$ cat src/rtl/seg_scan_ctrl.sv
// Scan scheduler for a 4-digit multiplexed 7-segment display.
// Registered SEG/AN outputs, blanking gap per slot, double-buffered digit writes.
module seg_scan_ctrl #(
  parameter int unsigned SCAN_DIV  = 500000,
  parameter int unsigned BLANK_CYC = 1000,
  parameter int unsigned W         = 20
) (
  input  logic       CLK,
  input  logic       RST,
  input  logic       WR_EN,
  input  logic [1:0] WR_ADDR,
  input  logic [3:0] WR_DATA,
  input  logic       WR_DP,
  input  logic [3:0] BLANK,
  output logic [7:0] SEG,
  output logic [3:0] AN,
  output logic       FRAME
);

  localparam logic [W-1:0] CntLast     = W'(SCAN_DIV - 1);
  localparam logic [W-1:0] CntBlankEnd = W'(BLANK_CYC - 1);

  typedef enum logic {StBlank, StDrive} state_e;

  state_e         state_q, state_d;
  logic [W-1:0]   cnt_q;
  logic [1:0]     dig_q;
  logic [3:0][4:0] shadow_q, shadow_d;  // {value, dp}
  logic [3:0][4:0] disp_q;
  logic [7:0]     seg_q, seg_d;
  logic [3:0]     an_q, an_d;
  logic           frame_q;
  logic           wrap, commit;

  assign wrap   = (cnt_q == CntLast);
  assign commit = wrap && (dig_q == 2'd3);

  function automatic logic [6:0] hex_decode(input logic [3:0] v);
    logic [6:0] r;
    unique case (v)
      4'h0: r = 7'b0000001;
      4'h1: r = 7'b1001111;
      4'h2: r = 7'b0010010;
      4'h3: r = 7'b0000110;
      4'h4: r = 7'b1001100;
      4'h5: r = 7'b0100100;
      4'h6: r = 7'b0100000;
      4'h7: r = 7'b0001111;
      4'h8: r = 7'b0000000;
      4'h9: r = 7'b0000100;
      4'hA: r = 7'b0001000;
      4'hB: r = 7'b1100000;
      4'hC: r = 7'b0110001;
      4'hD: r = 7'b1000010;
      4'hE: r = 7'b0110000;
      default: r = 7'b0111000;
    endcase
    return r;
  endfunction

  // State register: FSM, slot counter, digit index
  always_ff @(posedge CLK) begin
    if (RST) begin
      state_q <= StBlank;
      cnt_q   <= '0;
      dig_q   <= 2'd0;
    end else begin
      state_q <= state_d;
      cnt_q   <= wrap ? '0 : cnt_q + 1'b1;
      if (wrap) dig_q <= dig_q + 2'd1;
    end
  end

  // Next-state logic
  always_comb begin
    state_d = state_q;
    unique case (state_q)
      StBlank: if (cnt_q == CntBlankEnd) state_d = StDrive;
      StDrive: if (wrap)                 state_d = StBlank;
      default:                           state_d = StBlank;
    endcase
  end

  // Output logic, registered below for one cycle of latency
  always_comb begin
    an_d  = 4'hF;
    seg_d = 8'hFF;
    if (state_q == StDrive && !BLANK[dig_q]) begin
      an_d  = ~(4'b0001 << dig_q);
      seg_d = {hex_decode(disp_q[dig_q][4:1]), ~disp_q[dig_q][0]};
    end
  end

  // A write landing in the commit cycle must be visible in the commit
  always_comb begin
    shadow_d = shadow_q;
    if (WR_EN) shadow_d[WR_ADDR] = {WR_DATA, WR_DP};
  end

  always_ff @(posedge CLK) begin
    if (RST) begin
      shadow_q <= '0;
      disp_q   <= '0;
      an_q     <= 4'hF;
      seg_q    <= 8'hFF;
      frame_q  <= 1'b0;
    end else begin
      shadow_q <= shadow_d;
      if (commit) disp_q <= shadow_d;
      an_q     <= an_d;
      seg_q    <= seg_d;
      frame_q  <= commit;
    end
  end

  assign SEG   = seg_q;
  assign AN    = an_q;
  assign FRAME = frame_q;

endmodule
$ cat config.mk
export PLATFORM = sky130hd
export DESIGN_NAME = seg_scan_ctrl
export DESIGN_NICKNAME = d
export VERILOG_FILES = /design/src/rtl/seg_scan_ctrl.sv
export SDC_FILE = /design/constraint.sdc
export NUM_CORES = 1
export LEC_CHECK = 0
export CAP_MARGIN = 20
export CORE_ASPECT_RATIO = 0.7
export CORE_UTILIZATION = 30
export CTS_CLUSTER_SIZE = 20
export DETAILED_ROUTE_END_ITERATION = 6
export PLACE_DENSITY = 0.48
export SYNTH_ARGS = -nofsm -noshare
export SYNTH_HDL_FRONTEND = slang
export SYNTH_SLANG_ARGS = --single-unit
$ cat constraint.sdc
create_clock -name CLK -period 4.9 [get_ports CLK]
set_input_delay 0.735 -clock CLK [delete_from_list [all_inputs] [get_ports CLK]]
set_output_delay 0.735 -clock CLK [all_outputs]
set_load 0.03 [all_outputs]
## Yosys cells after proc, flatten, opt, wreduce, memory -nomap -nowiden

Memory sizes are Yosys's and may differ from the RTL's. A register that Yosys moved wholly into a read port is not among the register bits.
Index checks and enable logic that the tools add are counted.

- Memories kept: 1
- Bits of input ports: 14
- Flip-flop bits (word level): 76
- Bits in read-only memories: 112
- Output and inout port bits: 13

Memories:

| memory | depth | width | rd ports | clocked after Yosys merged registers in | wr ports | RTL line | source |
|---|---|---|---|---|---|---|---|
| (no name shown) | 16 | 7 | 1 | 1 | 0 | 40 | `unique case (v)` |

- Bitwise logic cells: 4
- Reductions and logical operators: 6
- Magnitude comparators: 3
- Equal/unequal tests: 3
- Muxes and demuxes: 11
- Add/sub/neg operators: 2
- Shift operators: 1

Operator list:

| operator | count |
|---|---|
| 20-bit by 1-bit adder with 20-bit output (second input constant) | 1 |
| 20-bit bitwise mux | 1 |
| 20-bit by 10-bit equality test with 1-bit output (second input constant) | 1 |
| 20-bit by 19-bit equality test with 1-bit output (second input constant) | 1 |
| 20-bit two-way mux | 1 |
| 5-bit binary-select mux with 2-bit select | 1 |
| 5-bit demux with 2-bit select | 1 |
| 5-bit two-way mux | 2 |
| 2-bit by 3-bit < comparator with 1-bit output (second input constant) | 2 |
| 4-bit NOT | 1 |
| 2-bit OR reduction | 2 |
| 1-bit by 2-bit << shifter with 4-bit output (first input constant) | 1 |
| 1-bit logical AND | 3 |
| 1-bit two-way mux | 3 |
| 1-bit NOT | 3 |
| 2-bit by 1-bit adder with 2-bit output (second input constant) | 1 |
| 1-bit binary-select mux with 2-bit select | 1 |
| 2-bit equality test (second input constant) | 1 |
| 2-bit by 1-bit greater-or-equal comparator with 1-bit output (second input constant) | 1 |
| 1-bit case mux with 2 select lines | 1 |
| 1-bit zero test | 1 |

## Logic depth before layout (Yosys ltp)

Gate-level depths: netlist (run 1).

- Depth in word-level cells: 6
- Mapped depth: 7

## Worst setup path after synthesis (run 1)

No wires, ideal clock.

- Path kind: reg-to-reg
- Start: register dig_q[1]
- End: register seg_q[6] (netlist: SEG[6])
- Buffers on the path: 1
- Library setup time: 0.125 ns
- Arrival time: 1.703 ns
- Clock period less this slack: 1.827 ns
- Setup slack: 3.073 ns
- Required time: 4.775 ns
- Stages on the path, launching flop included: 8
- Cells stage by stage: dfxtp_1 -> buf_6 -> mux4_2 -> inv_1 -> ha_1 -> nor2_1 -> a211o_1 -> nand3_1

- Cells in the longest elaborated chain, start to end: 6
- Elaborated cells on any way between the ends: 8
- Those cells by class: mux: 4; bitwise: 1; reduce/logical: 3

Ends and longest elaborated chain:

| element | RTL line | source |
|---|---|---|
| start: declaration | 27 | `logic [1:0] dig_q;` |
| start signal: assignment | 70 | `if (wrap) dig_q <= dig_q + 2'd1;` |
| 1-bit binary-select mux with 2-bit select | 88 | `if (state_q == StDrive && !BLANK[dig_q]) begin` |
| 1-bit two-way mux (not written as such) | 88 |  |
| 1-bit zero test | 88 |  |
| 1-bit logical AND | 88 |  |
| 1-bit NOT (no line) | -- |  |
| 2-bit OR reduction (no line) | -- |  |
| end: declaration | 30 | `logic [7:0] seg_q, seg_d;` |

Parallel ways exist; a longest one is shown, timed or not. The select of a mux whose other input is x is not followed.
A chain may end at the register's enable or synchronous reset.

## Worst setup path after layout (run 1)

- Start: input RST
- End: register seg_q[1] (netlist: SEG[1])

- Cells in the longest elaborated chain, start to end: 1

Ends and longest elaborated chain:

| element | RTL line | source |
|---|---|---|
| start: declaration | 9 | `input logic RST,` |
| 2-bit OR reduction (no line) | -- |  |

Every way passes these cells.

==> flow_metrics.env, run 1 <==
export IMPL_grt_pass1_wl_um=11700
export IMPL_overflow=0
export IMPL_tightest_slew_ns=0.691
export IMPL_holdCritPathClass="flip-flop to flip-flop"
export IMPL_first_pass_iters=5
export IMPL_core_um2=11100
export IMPL_crit_family="simple AND/OR/NAND/NOR gates"
export IMPL_synth_seq_area_share=0.443
export IMPL_clock_latency_ns=0.33
export IMPL_p_leak_nw=1.58
export IMPL_tritoncts="built"
export IMPL_maxSlewViolCount=0
export IMPL_antenna_found_initial=0
export IMPL_fp_dieArea_um2=11900
export IMPL_grt_pass1_vias=2254
export IMPL_cellPowerDensity_nw_per_um2=314
export IMPL_io_buffers=26
export IMPL_cts_setup_buffers=0
export IMPL_worstSetupPathType="input port to flip-flop"
export IMPL_synth_seq_cells=76
export IMPL_vias=2338
export IMPL_worstPathArrival_ns=2.47
export IMPL_fin_crit_ns=2.30
export IMPL_clockRootBuffer="clkbuf_16"
export IMPL_maxSlewHeadroom=0.538
export IMPL_rsz0062_at_grt="no"
export IMPL_drive_gt1_frac=0.147
export IMPL_path_buf_inv=2
export IMPL_clockBufferDepth=2
export IMPL_critPathLaunchType="input port"
export IMPL_globalplace_congestion=0.779
export IMPL_start_util=0.310
export IMPL_synth_area_leaders="dfxtp_1 (44%), mux2_4 (8.3%), mux2i_1 (6.1%)"
export IMPL_reg2reg_slack_ns=2.65
export IMPL_syn_nets=351
export IMPL_cts_resized_gates=0
export IMPL_area_growth_pct=18.4
export IMPL_grt_max_degree=47
export IMPL_clock_sinks=76
export IMPL_netlist_instances=326
export IMPL_synth_edf_count=0
export IMPL_syn_area_per_cell_um2=10.5
export IMPL_critical_path_max_fanout=46
export IMPL_drt_total_wl_um=6930
export IMPL_hold_buffers=0
export IMPL_post_dp_hpwl_um=4710
export IMPL_grt_usage=0.133
export IMPL_outcome="completed"
export IMPL_end_kind="flip-flop"
export IMPL_synth_top_area_share=0.443
export IMPL_ant_nets=0
export IMPL_finalSetupTns_ns=0
export IMPL_setup_viol=0
export IMPL_post_drt_wl_per_cell_um=13.7
export IMPL_io_pins=27
export IMPL_fmax_ghz=0.434
export IMPL_drcViolationCount=0
export IMPL_nNetsFinal=375
export IMPL_dieWidth_um=130
export IMPL_routed_via_density=4.61
export IMPL_row_count=32
export IMPL_first_iter_violations=127
export IMPL_synthArstFlopShare=0
export IMPL_numCtsBuffers=9
export IMPL_path_clk_slew_ns=0.06
export IMPL_htreeDepth=3
export IMPL_synth_warning_count=0
export IMPL_synth_main_ff_cell="dfxtp_1"
export IMPL_required_ns=5.06
export IMPL_yosysMostFrequentCell="dfxtp_1"
export IMPL_finalPower_w=0.00128
export IMPL_netlist_area_um2=3440
export IMPL_finalCritPeriodShare=0.470
export IMPL_n_antenna_cell=0
export IMPL_synthTopCellsByCount="dfxtp_1 (76), nor2_1 (43), nor2b_1 (22)"
export IMPL_cp_cell_sequence="clkdlybuf4s50_1 > buf_4 > nand2b_1 > nor2_1 > o221ai_1"
export IMPL_yosys_area_top_type="dfxtp_1"
export IMPL_ir_drop_mv=0.153
export IMPL_max_cap_violations=0
export IMPL_hold_viol_final=0
export IMPL_dieHeight_um=91.6
export IMPL_cp_slowest_cell="nor2_1"
export IMPL_skew_ns=0.00675
export IMPL_synth_cell_type_count=48
export IMPL_slowest_delay_ns=0.55
cell usage in the layout, fill, tap and decap left out, types with 8 or more instances in the layout:
master,n
a21oi_1,10
clkbuf_16,9
mux2i_1,21
nand2_1,11
nand3_1,12
mux2_4,19
ha_1,11
nor2_1,43
dfxtp_1,76
clkdlybuf4s50_1,26
inv_1,9
nor2b_1,22
xnor2_1,8
kinds of logic after synthesis:
family | Yosys count | synth area share
and+or+nand+nor | 127 | 0.205
DFF | 76 | 0.443
muxes | 47 | 0.187
AOI/OAI and AO/OA | 29 | 0.0557
buffers and inverters | 23 | 0.0375
xor gates and xnor gates | 13 | 0.0331
adders and majority gates | 11 | 0.0400
state kept, by name, summed over array words and instances (netlist names):
name	count
dig_q	2
AN	4
FRAME	1
cnt_q	20
SEG	8
state_q	1
shadow_q	20
disp_q	20
per-layer routing:
metal / track usage / wire length, um / up-vias
met5: 0 / 0 / -
met4: 0.0426 / 93 / 0
met3: 0.0513 / 316 / 8
met2: 0.182 / 2860 / 39
met1: 0.187 / 3650 / 1101
li1: - / - / 1190
power by group:
group / leakage (nW) / switching, W / internal [W]
logic: 0.831 / 0.0000242 / 0.0000209
registers: 0.615 / 0.00000387 / 0.000626
clock network: 0.135 / 0.000240 / 0.000366
total: 1.58 / 0.000268 / 0.00101
worst paths after layout:
check | from | end | depth (start not counted)
worst max-delay path | RST | SEG[1]$_SDFF_PP1_ | 5
worst min-delay path | cnt_q[0]$_SDFF_PP0_ | cnt_q[0]$_SDFF_PP0_ | 1
worst max register to register | dig_q[1]$_SDFFE_PP0N_ | SEG[6]$_SDFF_PP1_ | 6
worst min register to register | cnt_q[0]$_SDFF_PP0_ | cnt_q[0]$_SDFF_PP0_ | 1
through the flow:
step,hold WS (ns),area [um^2],setup slack [ns],instances,util
final,0.468,4070,2.60,507,0.367
after global routing,0.486,4070,2.42,507,0.367
after CTS,0.471,4070,2.59,507,0.367
after detailed placement,0.458,3800,2.23,492,0.343
after global placement,0.452,3800,2.29,492,0.343
after floorplan,0.430,3440,3.07,326,-
worst reg2reg max path: cells and delay by family (launching register included):
family / cells / cell delay [ns]
DFF: 1 / 0.69
muxes: 1 / 0.65
adders and majority gates: 1 / 0.25
and+or+nand+nor: 2 / 0.22
buffers and inverters: 1 / 0.16
AOI/OAI and AO/OA: 1 / 0.13
layout make-up:
| class | count | area, um^2 |
|---|---|---|
| repair buffers | 27 | 268 |
| flip-flops and latches | 76 | 1520 |
| multi-input cells | 227 | 1790 |
| well taps | 153 | 191 |
| clock buffers | 13 | 260 |
| clock inverters | 2 | 10.0 |
| inverters | 9 | 33.8 |
| fillers | 1090 | 7020 |
Power figures use the tool's default switching activity.
==> inputs of run 2 (changes only) <==
==> constraint.sdc (replaced) <==
create_clock -name CLK -period 2.2 [get_ports CLK]
set_input_delay 0.33 -clock CLK [delete_from_list [all_inputs] [get_ports CLK]]
set_output_delay 0.33 -clock CLK [all_outputs]
set_load 0.03 [all_outputs]
==> run 2 against run 1 <==
Against the previous run:
- global-route usage fell by 0.22 points
- critical path depth is 1 higher
- utilization increased by 1.2 points
- worst hold slack improved by 0.0018 ns
- flip-flop and latch count stayed put
- clock-buffer cell count unchanged
- sequential share of layout area shrank 1.2 points
- largest cell class unchanged
==> flow_metrics.env, run 2 (synthesis gave the netlist of run 1 again) <==
export IMPL_outcome="completed"
export IMPL_grt_max_degree=46
export IMPL_end_kind="flip-flop"
export IMPL_reg2reg_from="dig_q[1]$_SDFFE_PP0N_"
export IMPL_slowest_delay_ns=0.63
export IMPL_n_antenna_cell=0
export IMPL_fp_dieArea_um2=11900
export IMPL_nFillCells=1084
export IMPL_fin_crit_ns=2.04
export IMPL_clock_latency_ns=0.33
export IMPL_grt_pass1_wl_um=11700
export IMPL_vias=2380
export IMPL_io_buffers=26
export IMPL_area_growth_pct=22.2
export IMPL_maxSlewViolCount=0
export IMPL_switching_share=0.209
export IMPL_cp_slowest_cell="mux4_2"
export IMPL_first_pass_iters=4
export IMPL_finalCritPeriodShare=0.926
export IMPL_maxSlewHeadroom=0.721
export IMPL_hold_start="cnt_q[0]$_SDFF_PP0_"
export IMPL_multi_input_area_um2=1790
export IMPL_io_pins=27
export IMPL_hold_buffers=0
export IMPL_cts_resized_gates=0
export IMPL_worstPathArrival_ns=2.25
export IMPL_numCtsBuffers=9
export IMPL_reg_top3="cnt_q: 20 flops, disp_q: 20 flops, shadow_q: 20 flops"
export IMPL_combPwrFrac=0.038
export IMPL_globalplace_congestion=0.752
export IMPL_required_ns=2.42
export IMPL_critical_path_max_fanout=6
export IMPL_skew_ns=0.00501
export IMPL_post_dp_hpwl_um=5040
export IMPL_crit_family="multiplexers"
export IMPL_r2r_cells=6
export IMPL_post_drt_wl_per_cell_um=13.7
export IMPL_cp_cell_sequence="mux4_2 > inv_1 > ha_1 > nor2_1 > a211o_1 > nand3_1"
export IMPL_tritoncts="built"
export IMPL_clock_sinks=76
export IMPL_drive_gt1_frac=0.179
export IMPL_drt_total_wl_um=7140
export IMPL_fmax_ghz=0.491
export IMPL_whs_endpoint="cnt_q[0]$_SDFF_PP0_"
export IMPL_antenna_found_initial=0
export IMPL_holdCritPathClass="flip-flop to flip-flop"
export IMPL_start_util=0.310
export IMPL_fin_ws_ns=0.163
export IMPL_grt_pass1_vias=2255
export IMPL_nNetsFinal=389
export IMPL_row_count=32
export IMPL_p_switching_w=0.000597
export IMPL_seq_area_um2=1520
export IMPL_cts_setup_buffers=0
export IMPL_tightest_slew_ns=0.418
export IMPL_finalSetupTns_ns=0
export IMPL_place_ws_ns=0.154
export IMPL_fin_area_um2=4200
export IMPL_htreeDepth=3
export IMPL_path_clk_slew_ns=0.06
export IMPL_ant_nets=0
export IMPL_overflow=0
export IMPL_worstSetupPathType="flip-flop to flip-flop"
export IMPL_startpoint="dig_q[1]$_SDFFE_PP0N_"
export IMPL_reg2reg_slack_ns=0.16
export IMPL_dieHeight_um=91.6
export IMPL_seqPwrFrac=0.491
export IMPL_critPathLaunchType="flip-flop"
export IMPL_hold_viol_final=0
export IMPL_p_clk_frac=0.471
export IMPL_cellPowerDensity_nw_per_um2=680
export IMPL_max_cap_violations=0
export IMPL_p_int_w=0.00226
export IMPL_dieWidth_um=130
export IMPL_mostFrequentLayoutCell="dfxtp_1"
export IMPL_r2r_end="SEG[6]$_SDFF_PP1_"
export IMPL_core_um2=11100
export IMPL_clockBufferDepth=2
export IMPL_clockRootBuffer="clkbuf_16"
export IMPL_routed_via_density=4.57
export IMPL_p_leak_nw=1.66
export IMPL_final_cell_mix="dfxtp_1 (76), nor2_1 (43), clkdlybuf4s50_1 (26)"
export IMPL_first_iter_violations=113
export IMPL_dpl_cell_area_um2=3930
export IMPL_rsz0062_at_grt="no"
export IMPL_hold_path_depth=1
export IMPL_ir_drop_mv=0.361
export IMPL_setup_viol=0
export IMPL_grt_usage=0.131
export IMPL_drcViolationCount=0
export IMPL_path_buf_inv=1
## run 2: metrics by stage
step            util  power (W)  instances  hold WS [ns]
2_1_floorplan      -    0.00149        326         0.430
3_3_place_gp   0.355    0.00154        506         0.444
3_5_place_dp   0.355    0.00154        506         0.458
4_1_cts        0.379    0.00290        521         0.470
5_1_grt        0.379    0.00297        521         0.494
6_report       0.379    0.00286        521         0.470
## run 2: worst reg2reg max path: cells and delay by family (launching register included)
kind,cells,cell delay [ns]
compound gates,1,0.13
flops,1,0.53
mux,1,0.64
fa+ha+maj,1,0.25
buf+inv,1,0.17
simple gates,2,0.22
## run 2: routing by layer
| layer | wire length (um) | vias up | global-route usage |
|---|---|---|---|
| met1 | 3990 | 1101 | 0.192 |
| met5 | 0 | - | 0 |
| met2 | 2750 | 45 | 0.175 |
| li1 | - | 1227 | - |
| met3 | 313 | 7 | 0.0383 |
| met4 | 86 | 0 | 0.0494 |
## run 2: worst max-delay path by stage
stage          slack [ns]           endpoint  cells past startpoint
2_1_floorplan        0.37  SEG[6]$_SDFF_PP1_                      7
3_3_place_gp         0.14  SEG[6]$_SDFF_PP1_                      6
3_5_place_dp         0.15  SEG[6]$_SDFF_PP1_                      6
4_1_cts              0.14  SEG[6]$_SDFF_PP1_                      6
5_1_grt              0.02  SEG[6]$_SDFF_PP1_                      6
6_report             0.16  SEG[6]$_SDFF_PP1_                      6
## run 2: power by group through the flow
stage | Sequential, W | Combinational [W] | Clock [W]
final | 0.00140 | 0.000109 | 0.00135
after global routing | 0.00140 | 0.000119 | 0.00145
after global placement | 0.00143 | 0.000110 | 0
after detailed placement | 0.00143 | 0.000111 | 0
after CTS | 0.00140 | 0.000111 | 0.00139
after floorplan | 0.00143 | 0.0000580 | 0
## run 2: cell type report
type	count	area share
clock buffer	13	0.0619
sequential	76	0.362
multi-input combinational	227	0.425
tap	153	0.0455
timing repair buffer	41	0.0947
inverter	9	0.00804
clock inverter	2	0.00238
==> inputs of run 3 (changes only) <==
--- a/config.mk
+++ b/config.mk
@@ -7,6 +7,7 @@
 export LEC_CHECK = 0
 export CAP_MARGIN = 20
 export CORE_ASPECT_RATIO = 0.7
+export CORE_MARGIN = 2
 export CORE_UTILIZATION = 30
 export CTS_CLUSTER_SIZE = 20
 export DETAILED_ROUTE_END_ITERATION = 6
==> run 3 against run 2 <==
Against the previous run:
- worst hold slack got worse by 0.0031 ns
- setup slack improved by 0.0027 ns
- utilization unchanged
- non-clock buffer count stayed put
- critical endpoint unchanged
- die area increased by 3.8%
- register-to-register slack about the same
- power rose by 0.12%
- global-route usage about the same
- cell count did not move
==> flow_metrics.env, run 3 (synthesis gave the netlist of run 1 again) <==
export IMPL_p_int_w=0.00226
export IMPL_clockBufferDepth=2
export IMPL_top_layer_used="met4"
export IMPL_core_um2=11100
export IMPL_p_leak_nw=1.66
export IMPL_overflow=0
export IMPL_grt_usage=0.131
export IMPL_cts_setup_buffers=0
export IMPL_clock_latency_ns=0.33
export IMPL_mostFrequentLayoutCell="dfxtp_1"
export IMPL_drcViolationCount=0
export IMPL_combPwrFrac=0.039
export IMPL_p_clk_frac=0.472
export IMPL_reg_top3="cnt_q: 20 flops, disp_q: 20 flops, shadow_q: 20 flops"
export IMPL_drt_total_wl_um=7400
export IMPL_r2r_end="SEG[6]$_SDFF_PP1_"
export IMPL_maxSlewViolCount=0
export IMPL_area_growth_pct=22.2
export IMPL_critical_path_max_fanout=6
export IMPL_cts_resized_gates=0
export IMPL_n_antenna_cell=0
export IMPL_io_buffers=26
export IMPL_grt_pass1_vias=2335
export IMPL_path_clk_slew_ns=0.06
export IMPL_nNetsFinal=389
export IMPL_wl_met1_um=4170
export IMPL_dieWidth_um=132
export IMPL_fin_crit_ns=2.03
export IMPL_setup_viol=0
export IMPL_hold_viol_final=0
export IMPL_maxSlewHeadroom=0.718
export IMPL_post_drt_wl_per_cell_um=14.2
export IMPL_numCtsBuffers=9
export IMPL_drive_gt1_frac=0.179
export IMPL_skew_ns=0.00462
export IMPL_first_iter_violations=107
export IMPL_worstSetupPathType="flip-flop to flip-flop"
export IMPL_clock_sinks=76
export IMPL_end_kind="flip-flop"
export IMPL_required_ns=2.42
export IMPL_tritoncts="built"
export IMPL_grt_max_degree=46
export IMPL_cellPowerDensity_nw_per_um2=681
export IMPL_r2r_cells=6
export IMPL_hold_path_depth=1
export IMPL_wl_met3_um=283
export IMPL_grt_pass1_wl_um=12500
export IMPL_seqPwrFrac=0.490
export IMPL_worstPathArrival_ns=2.25
export IMPL_htreeDepth=3
export IMPL_post_dp_hpwl_um=5190
export IMPL_reg2reg_from="dig_q[1]$_SDFFE_PP0N_"
export IMPL_holdCritPathClass="flip-flop to flip-flop"
export IMPL_tightest_slew_ns=0.421
export IMPL_io_pins=27
export IMPL_whs_endpoint="cnt_q[0]$_SDFF_PP0_"
export IMPL_ir_drop_mv=0.402
export IMPL_antenna_found_initial=0
export IMPL_finalSetupTns_ns=0
export IMPL_routed_via_density=4.59
export IMPL_reg2reg_slack_ns=0.17
export IMPL_fp_dieArea_um2=12300
export IMPL_finalCritPeriodShare=0.925
export IMPL_hold_buffers=0
export IMPL_switching_share=0.210
export IMPL_critPathLaunchType="flip-flop"
export IMPL_dieHeight_um=93.6
export IMPL_ant_nets=0
export IMPL_final_cell_mix="dfxtp_1 (76), nor2_1 (43), clkdlybuf4s50_1 (26)"
export IMPL_hold_start="cnt_q[0]$_SDFF_PP0_"
export IMPL_rsz0062_at_grt="no"
export IMPL_fmax_ghz=0.492
export IMPL_start_util=0.310
export IMPL_wl_met2_um=2850
export IMPL_outcome="completed"
export IMPL_clockRootBuffer="clkbuf_16"
export IMPL_row_count=32
export IMPL_finalPower_w=0.00286
export IMPL_first_pass_iters=4
export IMPL_vias=2391
export IMPL_globalplace_congestion=0.758
export IMPL_p_switching_w=0.000601
export IMPL_max_cap_violations=0
export IMPL_timing_hold_ws_ns=0.466
## run 3: cell counts in the layout (fill, tap and decap cells not counted)
Identical to the previous run, type by type.
## run 3: metrics by stage
stage	setup WS, ns	area (um^2)	std cells	util
floorplan	0.373	3440	326	-
global route	0.0485	4200	521	0.379
finish	0.166	4200	521	0.379
global placement	0.124	3930	506	0.355
detailed placement	0.178	3930	506	0.355
CTS	0.168	4200	521	0.379
## run 3: metal layers
metal,track usage,vias up
met5,0,-
met4,0.0462,0
met3,0.0390,8
met2,0.176,42
met1,0.194,1127
li1,-,1214
## run 3: how the worst max path moves through the flow
stage / start / to / slack (ns) / cells past startpoint
3_3_place_gp: dig_q[1]$_SDFFE_PP0N_ / SEG[6]$_SDFF_PP1_ / 0.12 / 6
6_report: dig_q[1]$_SDFFE_PP0N_ / SEG[6]$_SDFF_PP1_ / 0.17 / 6
4_1_cts: dig_q[1]$_SDFFE_PP0N_ / SEG[6]$_SDFF_PP1_ / 0.17 / 6
3_5_place_dp: dig_q[1]$_SDFFE_PP0N_ / SEG[6]$_SDFF_PP1_ / 0.18 / 6
5_1_grt: dig_q[1]$_SDFFE_PP0N_ / SEG[6]$_SDFF_PP1_ / 0.05 / 6
2_1_floorplan: dig_q[1]$_SDFFE_PP0N_ / SEG[6]$_SDFF_PP1_ / 0.37 / 7
## run 3: layout make-up
type                            instances  area (um^2)
Multi-Input combinational cell        227         1790
Timing Repair Buffer                   41          398
Clock inverter                          2         10.0
Sequential cell                        76         1520
Inverter                                9         33.8
Fill cell                            1089         6890
Tap cell                              153          191
Clock buffer                           13          260
## run 3: power groups by stage
stage / Combinational [W] / Sequential [W] / Clock, W
floorplan: 0.0000580 / 0.00143 / 0
global placement: 0.000110 / 0.00143 / 0
detailed placement: 0.000111 / 0.00143 / 0
CTS: 0.000111 / 0.00140 / 0.00139
global route: 0.000122 / 0.00140 / 0.00144
finish: 0.000110 / 0.00140 / 0.00135
## run 3: critical path, cell delays in order (launching register included)
cell and delay [ns]:
dfxtp_1 0.52, mux4_2 0.64, inv_1 0.17, ha_1 0.26
nor2_1 0.15, a211o_1 0.12, nand3_1 0.06
